## src/rtl/mult_operand_feeder.sv

```systemverilog
// rtl/mult_operand_feeder.sv - serial operand loader for the 4-bit AND-array multiplier stage
// Serialises a parallel A/B pair MSB first into the stage's shift buffer and indexed B port.
module mult_operand_feeder #(
   parameter int unsigned IDLE_GAP = 0
) (
   input  logic       clk_i,
   input  logic       rst_ni,
   input  logic       in_valid_i,
   output logic       in_ready_o,
   input  logic [3:0] in_a_i,
   input  logic [3:0] in_b_i,
   output logic       a_o,
   output logic       b_o,
   output logic [2:0] ctrl_in_b_o,
   output logic       loaded_o,
   output logic [7:0] op_cnt_o
);
   typedef enum logic [1:0] {
      S_IDLE  = 2'd0,
      S_SHIFT = 2'd1,
      S_VALID = 2'd2
   } state_e;

   localparam logic [3:0] GAP_LOAD  = 4'(IDLE_GAP);
   localparam logic [2:0] CTRL_HOLD = 3'b100;

   state_e     state_q, state_d;
   logic [1:0] cnt_q, cnt_d;
   logic [3:0] in_a_q, in_a_d;
   logic [3:0] in_b_q, in_b_d;
   logic [3:0] gap_q, gap_d;
   logic       a_q, a_d;
   logic       b_q, b_d;
   logic [2:0] ctrl_q, ctrl_d;
   logic       loaded_q, loaded_d;
   logic [7:0] op_cnt_q, op_cnt_d;
   logic       accept;
   logic [1:0] idx_d;

   always_comb begin
      state_d    = state_q;
      cnt_d      = cnt_q;
      in_a_d     = in_a_q;
      in_b_d     = in_b_q;
      gap_d      = gap_q;
      in_ready_o = 1'b0;
      unique case (state_q)
         S_IDLE: begin
            in_ready_o = (gap_q == 4'd0);
            if (gap_q != 4'd0) gap_d = gap_q - 4'd1;
         end
         S_SHIFT: begin
            if (cnt_q == 2'd3) state_d = S_VALID;
            else               cnt_d   = cnt_q + 2'd1;
         end
         S_VALID: begin
            in_ready_o = (IDLE_GAP == 0);
            state_d    = S_IDLE;
            gap_d      = GAP_LOAD;
         end
         default: state_d = S_IDLE;
      endcase
      accept = in_valid_i && in_ready_o;
      if (accept) begin
         state_d = S_SHIFT;
         cnt_d   = 2'd0;
         in_a_d  = in_a_i;
         in_b_d  = in_b_i;
      end
   end

   // Outputs are registered, so they are derived from the state being entered.
   always_comb begin
      idx_d    = ~cnt_d;
      a_d      = 1'b0;
      b_d      = 1'b0;
      ctrl_d   = CTRL_HOLD;
      loaded_d = 1'b0;
      unique case (state_d)
         S_SHIFT: begin
            a_d    = in_a_d[idx_d];
            b_d    = in_b_d[idx_d];
            ctrl_d = {1'b0, idx_d};
         end
         S_VALID: loaded_d = 1'b1;
         default: ;
      endcase
      op_cnt_d = op_cnt_q + {7'd0, state_q == S_VALID};
   end

   always_ff @(posedge clk_i or negedge rst_ni) begin
      if (!rst_ni) begin
         state_q  <= S_IDLE;
         cnt_q    <= 2'd0;
         in_a_q   <= 4'd0;
         in_b_q   <= 4'd0;
         gap_q    <= 4'd0;
         a_q      <= 1'b0;
         b_q      <= 1'b0;
         ctrl_q   <= CTRL_HOLD;
         loaded_q <= 1'b0;
         op_cnt_q <= 8'd0;
      end else begin
         state_q  <= state_d;
         cnt_q    <= cnt_d;
         in_a_q   <= in_a_d;
         in_b_q   <= in_b_d;
         gap_q    <= gap_d;
         a_q      <= a_d;
         b_q      <= b_d;
         ctrl_q   <= ctrl_d;
         loaded_q <= loaded_d;
         op_cnt_q <= op_cnt_d;
      end
   end

   assign a_o         = a_q;
   assign b_o         = b_q;
   assign ctrl_in_b_o = ctrl_q;
   assign loaded_o    = loaded_q;
   assign op_cnt_o    = op_cnt_q;

endmodule

```

## config.mk

```make
export PLATFORM = sky130hd
export DESIGN_NAME = mult_operand_feeder
export DESIGN_NICKNAME = d
export VERILOG_FILES = /design/src/rtl/mult_operand_feeder.sv
export SDC_FILE = /design/constraint.sdc
export NUM_CORES = 1
export LEC_CHECK = 0
export CAP_MARGIN = 20
export CORE_MARGIN = 2
export CORE_UTILIZATION = 25
export CTS_CLUSTER_SIZE = 30
export DETAILED_ROUTE_END_ITERATION = 10
export SYNTH_ARGS = -nofsm -noshare
export SYNTH_HDL_FRONTEND = slang
export SYNTH_SLANG_ARGS = --single-unit
```

## constraint.sdc

```tcl
create_clock -name clk_i -period 3.61 [get_ports clk_i]
set_input_delay 0.9025 -clock clk_i [delete_from_list [all_inputs] [get_ports clk_i]]
set_output_delay 0.9025 -clock clk_i [all_outputs]
set_load 0.005 [all_outputs]
```

==> results.ini, run 1 <==
[power]
seq_power_share = 0.489
powerDensity_nw_per_um2 = 657
intPower_w = 0.000724
clockPowerShare = 0.180
leakage_nw = 0.704
swShare = 0.314
comb_power_share = 0.332
irDropWorstVdd_uv = 220
switchingPower_w = 0.000331

[detailed_routing]
num_vias = 885
firstDrtPassIters = 4
first_iter_violations = 41
wirelength_um = 2420
wire_per_inst_um = 12.2
drc = 0
vias_per_cell = 4.47
postRouteAntennaNets = 0

[global_routing]
grt-ovfl-total = 0
antenna_found_initial = 0
grt_pass1_wl_um = 4260
grt.total_usage = 0.0999
grt_max_degree = 29
grt_pass1_vias = 968

[floorplanning]
core_area_um2 = 4720
die_w_um = 74.2
ios = 26
die_y_um = 74.2
die-area_um2 = 5510
num_rows = 25
start_util = 0.261

[clocking]
cts-root-buf = clkbuf_8
cts_buffers = 3
post_cts_resized = 0
tritoncts = yes
cts_hold_buf = 0
path_clk_slew_ps = 90
cts.sinks = 28
htreeDepth = 1
max-clock-path-buffers = 2
post_cts_buffers = 0
insertion_delay_ps = 270

[layout]
area_delta_synth_final_pct = 30.3
register_area_um2 = 702
design_area_um2 = 1610
antennaDiodeCount = 0
multi_input_area_um2 = 484
final_cell_count_no_fill = 198
final_core_util = 0.340
drive_gt1_frac = 0.122
fillers = 472
fin_nets = 147

[placement]
place_inst = 194
io_buffers = 25
place_area_um2 = 1550
globalplace.congestion = 0.789
dpl.hpwl_um = 1790

[synthesis]
synth_top_flop_cell = dfrtp_1
ys_seq_area_frac = 0.570
syn-mean-instance-area_um2 = 11.7
syn_area_um2 = 1230
synth_fa_ha_area_frac = 0.0406
synthSimpleGateAreaFrac = 0.136
synth_top_family_by_area = simple AND/OR/NAND/NOR gates
synth_edf_count = 0
async_flop_share = 1.00
synthCells = 105
ys_ff_latch = 28
synthMuxAreaShare = 0.0629
synth_xor_area_frac = 0.0497
syn_nets = 120
ys_types = 33
yosysWarnings = 0
synth_compound_area_frac = 0.104

[worst_setup_path]
start_kind = flop
worstPathRequired_ps = 2710
worstSetupPathType = flop to output port
path_cells = inv_1, ha_1, or3b_2, a21oi_1, clkdlybuf4s50_1
critPathMaxStageDelay_ps = 520
crit_path_top_delay_cell = clkdlybuf4s50_1
reg2regPathDepth = 5
arrival_ps = 2160
cp-end-kind = output port
worstPathMaxFanout = 3

[hold_path]
hold_path_class = flop to flop
min_path_cells = 1

[timing]
rsz0062_at_grt = no
holdWs_ps = 475
period_share = 0.848
max_freq_mhz = 327
drv_slew = 0
tightestPinTransition_ps = 353
setup_viol = 0
finalHoldViolCount = 0
period_minus_slack_ps = 3060
max_slew_margin = 0.765
tns_ps = 0
clock_skew_ps = 2.23

[outcome]
status = complete, no violations

[job]
max_cap_violations = 0

## cells in the final DEF (no fill, tap or decap), types with 2 or more instances in the layout
cell              n
clkdlybuf4s50_1  25
and3_1            2
dfrtp_1          27
clkbuf_8          4
inv_1             6
xor2_1            3
a21oi_1           9
nor2_1            7
mux2_2            6
nand3_1           5
xnor2_1           4
ha_1              4
o21ai_0           3
nand2_1           4
nor3_1            4
## cell usage after synthesis (2+ instances only)
master,n,area share
o21ai_0,3,0.012
nand3_1,5,0.020
nor3_1,4,0.016
nor2_1,7,0.021
a21oi_1,9,0.037
xnor2_1,4,0.028
ha_1,4,0.041
dfrtp_1,27,0.55
and3_1,2,0.010
clkbuf_1,2,0.0061
xor2_1,3,0.021
nand2_1,4,0.012
inv_1,6,0.018
mux2_2,6,0.055
## power groups by stage
stage	registers, W	logic [W]	clock network (W)
final	0.000516	0.000350	0.000189
after CTS	0.000517	0.000358	0.000200
after global placement	0.000518	0.000347	0
after floorplan	0.000478	0.000233	0
after global routing	0.000534	0.000400	0.000212
after detailed placement	0.000524	0.000355	0
## metrics by stage
| step | setup WS, ps | total power, W |
|---|---|---|
| after floorplan | 1450 | 0.000711 |
| after global placement | 938 | 0.000866 |
| after detailed placement | 858 | 0.000879 |
| after CTS | 535 | 0.00107 |
| after global routing | 433 | 0.00115 |
| final | 548 | 0.00106 |
## final cells by class
cell class,count,area share
sequential,28,0.437
multi-input combinational,67,0.302
timing repair buffer,26,0.161
tap,67,0.0522
clock buffer,4,0.0343
inverter,6,0.0140
## worst paths after layout
path	end	start	slack, ps
max in group asynchronous	ctrl_in_b_o[2]	rst_ni	2310
min in group asynchronous	gap_q[2]	rst_ni	990
hold reg to reg	op_cnt_o[7]	op_cnt_o[7]	470
hold / removal	op_cnt_o[7]	op_cnt_o[7]	470
setup reg to reg	in_a_q[1]	gap_q[1]	1810
setup / recovery	in_ready_o	gap_q[1]	550
## cells by family (layout without fill, tap and decap cells)
| group | after synthesis | count (layout) |
|---|---|---|
| buffers and inverters | 10 | 36 |
| XOR/XNOR | 7 | 7 |
| multiplexers | 7 | 7 |
| adder cells (fa/ha/maj) | 4 | 4 |
| AND/OR/NAND/NOR | 30 | 30 |
| flip-flops | 28 | 28 |
| AO/OA/AOI/OAI | 19 | 19 |
## state kept, by name, indices dropped and copies added, names as in the netlist, 2 cells and up
register / count
cnt_q: 2
ctrl_in_b_o: 3
gap_q: 4
in_a_q: 3
in_b_q: 3
op_cnt_o: 8
state_q: 2
## layer usage
metal  part of all wire  GRT usage  vias up
met5                  0          0        -
met4                  0     0.0179        0
met3              0.052     0.0352        0
met2               0.51      0.180       22
met1               0.44      0.116      442
li1                   -          -      421
## worst max-delay path, delay by kind of cell (launching register included)
| kind | cells | cell delay (ps) |
|---|---|---|
| buf+inv | 2 | 630 |
| simple gates | 1 | 490 |
| flops | 1 | 400 |
| fa+ha+maj | 1 | 210 |
| compound gates | 1 | 160 |
(Power assumes the default switching activity.)
==> run 2, diff against run 1 <==
==> constraint.sdc (replaced) <==
create_clock -name clk_i -period 3.1 [get_ports clk_i]
set_input_delay 0.775 -clock clk_i [delete_from_list [all_inputs] [get_ports clk_i]]
set_output_delay 0.775 -clock clk_i [all_outputs]
set_load 0.005 [all_outputs]
==> results of run 2 <==
The final DEF is identical to that of run 1. Status: complete, no violations.
Main changes from that run: setup slack after placement 858 ps -> 475 ps; setup slack after layout 548 ps -> 165 ps; register-to-register setup slack 1810 ps -> 1300 ps; total power 0.00106 W -> 0.00123 W; worst IR drop on VDD 220 uV -> 256 uV
